--- config.mk ---
export PLATFORM = sky130hd
export DESIGN_NAME = op_sequencer
export DESIGN_NICKNAME = d
export VERILOG_FILES = /design/src/rtl/op_sequencer.sv
export SDC_FILE = /design/constraint.sdc
export NUM_CORES = 1
export LEC_CHECK = 0
export CORE_MARGIN = 3
export CORE_UTILIZATION = 45
export CTS_CLUSTER_SIZE = 16
export DETAILED_ROUTE_END_ITERATION = 8
export GPL_TIMING_DRIVEN = 1
export PLACE_DENSITY_LB_ADDON = 0.3
export SKIP_CTS_REPAIR_TIMING = 1
export SKIP_LAST_GASP = 1
export SLEW_MARGIN = 10
export SYNTH_ARGS = -nofsm -noshare
export SYNTH_HDL_FRONTEND = slang
export SYNTH_SLANG_ARGS = --single-unit
--- constraint.sdc ---
create_clock -name clk -period 5.5 [get_ports clk]
set_input_delay 1.1 -clock clk [delete_from_list [all_inputs] [get_ports clk]]
set_output_delay 1.1 -clock clk [all_outputs]
set_load 0.01 [all_outputs]
--- src/rtl/op_sequencer.sv ---
// op_sequencer: FIFO-fed sequencer that holds each op word on operation for an opcode-dependent duration
// Ports: clk; reset (sync, active-low); enable (global freeze when low);
//   op_valid/op_ready/op_word: host push into the op-word FIFO;
//   operation: registered word to the matrix controller; busy: not idle or FIFO non-empty;
//   done: one-cycle retire pulse; pending: FIFO occupancy; err: sticky illegal-opcode flag.
// Define OP_SEQ_ILLEGAL_EN to drop opcodes > 3 and flag err; otherwise they issue for one cycle.
module op_sequencer #(
  parameter int DEPTH       = 4,
  parameter int MM_CYCLES   = 96,
  parameter int XFER_CYCLES = 64
) (
  input  logic                   clk,
  input  logic                   reset,
  input  logic                   enable,
  input  logic                   op_valid,
  output logic                   op_ready,
  input  logic [31:0]            op_word,
  output logic [31:0]            operation,
  output logic                   busy,
  output logic                   done,
  output logic [$clog2(DEPTH):0] pending,
  output logic                   err
);
  localparam int PW = $clog2(DEPTH);
`ifdef OP_SEQ_ILLEGAL_EN
  localparam bit ILLEGAL_EN = 1'b1;
`else
  localparam bit ILLEGAL_EN = 1'b0;
`endif
  typedef enum logic [1:0] {IDLE, RUN, GAP} state_t;
  state_t        state_q, state_d;
  logic [31:0]   mem_q [DEPTH];
  logic [PW-1:0] wr_q, wr_d, rd_q, rd_d;
  logic [PW:0]   cnt_q, cnt_d;
  logic [15:0]   tmr_q, tmr_d;
  logic [31:0]   op_q, op_d;
  logic          done_q, done_d, err_q, err_d;
  logic          push, pop, bad;
  logic [31:0]   head;
  function automatic logic [15:0] dur_m1(input logic [3:0] opc);
    return opc == 4'd1 ? 16'(MM_CYCLES - 1) :
           (opc == 4'd2 || opc == 4'd3) ? 16'(XFER_CYCLES - 1) : 16'd0;
  endfunction
  // DEPTH is a power of two, so occupancy < DEPTH exactly when the MSB is clear
  assign op_ready  = enable && !cnt_q[PW];
  assign operation = op_q;
  assign done      = done_q;
  assign pending   = cnt_q;
  assign busy      = state_q != IDLE || cnt_q != '0;
  assign err       = ILLEGAL_EN ? err_q : 1'b0;
  always_comb begin
    head    = mem_q[rd_q];
    push    = op_valid && op_ready;
    pop     = enable && state_q == IDLE && cnt_q != '0;
    bad     = ILLEGAL_EN && head[3:0] > 4'd3;
    wr_d    = wr_q + PW'(push);
    rd_d    = rd_q + PW'(pop);
    cnt_d   = cnt_q + (PW+1)'(push) - (PW+1)'(pop);
    state_d = state_q;
    op_d    = op_q;
    tmr_d   = tmr_q;
    done_d  = done_q;
    err_d   = err_q || (pop && bad);
    if (enable)
      case (state_q)
        IDLE: if (pop && !bad) begin
          state_d = RUN;
          op_d    = head;
          tmr_d   = dur_m1(head[3:0]);
        end
        RUN: if (tmr_q == '0) begin
          state_d = GAP;
          op_d    = '0;
          done_d  = 1'b1;
        end else tmr_d = tmr_q - 16'd1;
        GAP: begin
          state_d = IDLE;
          done_d  = 1'b0;
        end
        default: state_d = IDLE;
      endcase
  end
  always_ff @(posedge clk)
    if (push) mem_q[wr_q] <= op_word;
  always_ff @(posedge clk)
    if (!reset) begin
      state_q <= IDLE;
      wr_q    <= '0;
      rd_q    <= '0;
      cnt_q   <= '0;
      tmr_q   <= '0;
      op_q    <= '0;
      done_q  <= 1'b0;
      err_q   <= 1'b0;
    end else begin
      state_q <= state_d;
      wr_q    <= wr_d;
      rd_q    <= rd_d;
      cnt_q   <= cnt_d;
      tmr_q   <= tmr_d;
      op_q    <= op_d;
      done_q  <= done_d;
      err_q   <= err_d;
    end
endmodule
==> impl_metrics.tcl <==
set metrics [dict create \
    status "finished clean" \
    cts_tree "built" \
    grt_pass1_wl_mm 21.9 \
    path_class "input port to output pin" \
    ir_drop_v 0.000275 \
    timing.rr.start "rd_q[0]" \
    place_ws_ns 1.84 \
    final_hold_viol_count 0 \
    period_share 0.646 \
    grt_setup_unrepaired "false" \
    cts_buffer_depth 2 \
    async_flop_share 0 \
    pwr-share-seq 0.434 \
    antenna_found_initial 0 \
    synthFlopType "edfxtp_1" \
    rr_endpoint "tmr_q[3]" \
    drt_wl_total_mm 13.4 \
    wl_per_cell_um 18.8 \
    switching_share 0.305 \
    drtIter0Drc 281 \
    coreArea_mm2 0.0153 \
    die_y_um 131 \
    grtUsageMet1 0.210 \
    use_met3 0.0444 \
    synthTopCellsByArea "edfxtp_1 (54%), dfxtp_1 (16%), mux4_2 (9.9%)" \
    area_growth_pct 21.7 \
    numCtsBuffers 17 \
    ys_types 52 \
    viasPerCell 5.28 \
    cp-end-kind "output pin" \
    grt_overflow_total 0 \
    fin_nets 530 \
    syn-num-nets 457 \
    switchingPower_mw 1.29 \
    power.leakage_nw 2.85 \
    crit_start "enable" \
    slew_headroom 0.258 \
    synth_top_area_share 0.543 \
    synth_area_mm2 0.00707 \
    clk_latency_ns 0.43 \
    cp-start-kind "input port" \
    comb_power_share 0.273 \
    synth_cells 416 \
    worstPathMaxFanout 5 \
    grtUsageTotal 0.164 \
    synth_top_cell_by_area "edfxtp_1" \
    detailed_place_hpwl_mm 7.95 \
    fin_crit_ns 3.55 \
    reg2regPathDepth 5 \
    rrSetupSlack_ns 2.98 \
    num_vias 3764 \
    ys_warn_count 0 \
    synth-edff-count 128 \
    hp-class "flip-flop to flip-flop" \
    ios 75 \
    skew_ns 0.0113 \
    portBuffers 73 \
    cts.sinks 186 \
    die_width_um 131 \
    path_clk_slew_ns 0.07 \
    dr.pass1.iters 5 \
    clock_power_share 0.293 \
    grt_max_degree 35 \
    place_congestion 0.760 \
    grt_pass1_vias 4044 \
    drive_gt1_frac 0.161 \
    drc 0 \
    fmax_mhz 281 \
    rows 45 \
    finalSetupViolCount 0 \
    top_usage_layer "met2" \
    diodes 0 \
    fin_ws_ns 1.95 \
    critPathCapture "op_ready" \
    root_buffer "clkbuf_16" \
    slew_viol_final 0 \
    syn_area_per_cell_um2 17.0 \
    seq_area_frac_synth 0.707 \
    cp.required_ns 4.40 \
    p_int_mw 2.95 \
    design.die.area_mm2 0.0173 \
    power.density_mw_per_mm2 493 \
    max_cap_violations 0 \
    synth-seq-cells 186 \
    met2_usage 0.270 \
    tns_ns 0 \
    initial_core_util 0.462 \
    tightestPinTransition_ns 1.11 \
    htreeDepth 4 \
    ant_nets 0 \
    cp.arrival_ns 2.45 \
]
## cells by family (layout without fill, tap and decap cells)
kind of cell	count (synthesis)	after routing	share of synthesized area
buffers and inverters	27	113	0.0198
multiplexers	33	33	0.102
AO/OA/AOI/OAI	59	59	0.0642
XOR/XNOR	16	16	0.0198
AND/OR/NAND/NOR	89	89	0.0761
flip-flops	186	186	0.707
other	1	1	0.000530
adder cells (fa/ha/maj)	5	5	0.00990
## cell usage in the layout, fill, tap and decap left out, types with 5 or more instances in the layout
master             n
nand3_1            6
mux4_2            31
nor3_1             5
nor2_1            21
edfxtp_1         128
o21ai_0            6
inv_1              5
a21oi_1            6
a22o_1            31
nand2_1           11
clkbuf_16         17
xor2_1            13
dfxtp_1           56
clkdlybuf4s50_1   73
and2_1            10
nor2b_1            5
## registers in the layout (all words and copies together) (netlist names)
name       flops
mem_q        128
operation     32
tmr_q         16
pending        3
rd_q           2
state_q        2
wr_q           2
done           1
## synth_stat cells (2+ instances only)
library cell and n:
xor2_1 13, inv_1 5, a21oi_1 6, nor2_1 23, nand4b_1 2, nor4_4 3
buf_4 5, nor4_1 4, xnor2_1 3, nand3_1 6, edfxtp_1 128, or2b_1 2
nor2b_1 5, clkbuf_1 6, mux4_2 31, nand4_1 2, a31oi_1 3, ha_1 4
a22o_1 31, o211ai_1 3, nand2_1 11, dfxtp_1 58, o21ai_0 6, and2_1 10
nor3b_1 2, nand2b_1 4, buf_2 10, o21ai_1 2, nor3_1 5
## per-layer routing
| metal | wire length, um | part of all wire |
|---|---|---|
| met2 | 6630 | 0.49 |
| met4 | 209 | 0.016 |
| met1 | 5890 | 0.44 |
| met5 | 0 | 0 |
| met3 | 669 | 0.050 |
## how the worst min path moves through the flow
stage / cells after the start / startpoint / slack [ns] / to
floorplan: 2 / tmr_q[3] / 0.47 / tmr_q[3]
global placement: 1 / operation[6] / 0.46 / operation[6]
detailed placement: 1 / operation[12] / 0.46 / operation[12]
CTS: 1 / operation[3] / 0.48 / operation[3]
global route: 1 / operation[23] / 0.50 / operation[23]
finish: 1 / operation[3] / 0.48 / operation[3]
## worst max-delay path, stage by stage
cell	delay (ns)
clkdlybuf4s50_1	0.58
nor2b_1	0.22
clkdlybuf4s50_1	0.56
## final cells by class
| cell class | count | area, um2 |
|---|---|---|
| Fill cell | 1216 | 6710 |
| Sequential cell | 186 | 5010 |
| Multi-Input combinational cell | 203 | 1960 |
| Timing Repair Buffer | 76 | 753 |
| Clock buffer | 18 | 429 |
| Tap cell | 211 | 264 |
| Clock inverter | 14 | 179 |
| Inverter | 5 | 18.8 |
## stage by stage
step | power [mW] | utilization | instances | instance area, um2 | hold slack (ns)
2_1_floorplan | 2.66 | - | 416 | 7070 | 0.474
3_3_place_gp | 3.01 | 0.522 | 681 | 8000 | 0.464
3_5_place_dp | 3.04 | 0.522 | 681 | 8000 | 0.464
4_1_cts | 4.28 | 0.562 | 713 | 8610 | 0.484
5_1_grt | 4.46 | 0.562 | 713 | 8610 | 0.497
6_report | 4.25 | 0.562 | 713 | 8610 | 0.482
## power groups by stage
stage	sequential, mW	combinational [mW]	clock, mW
after global placement	1.87	1.15	0
after floorplan	1.83	0.831	0
after CTS	1.84	1.17	1.26
after detailed placement	1.87	1.17	0
after global routing	1.87	1.27	1.32
final	1.84	1.16	1.24
No activity file was read; power rests on OpenSTA's default activity.
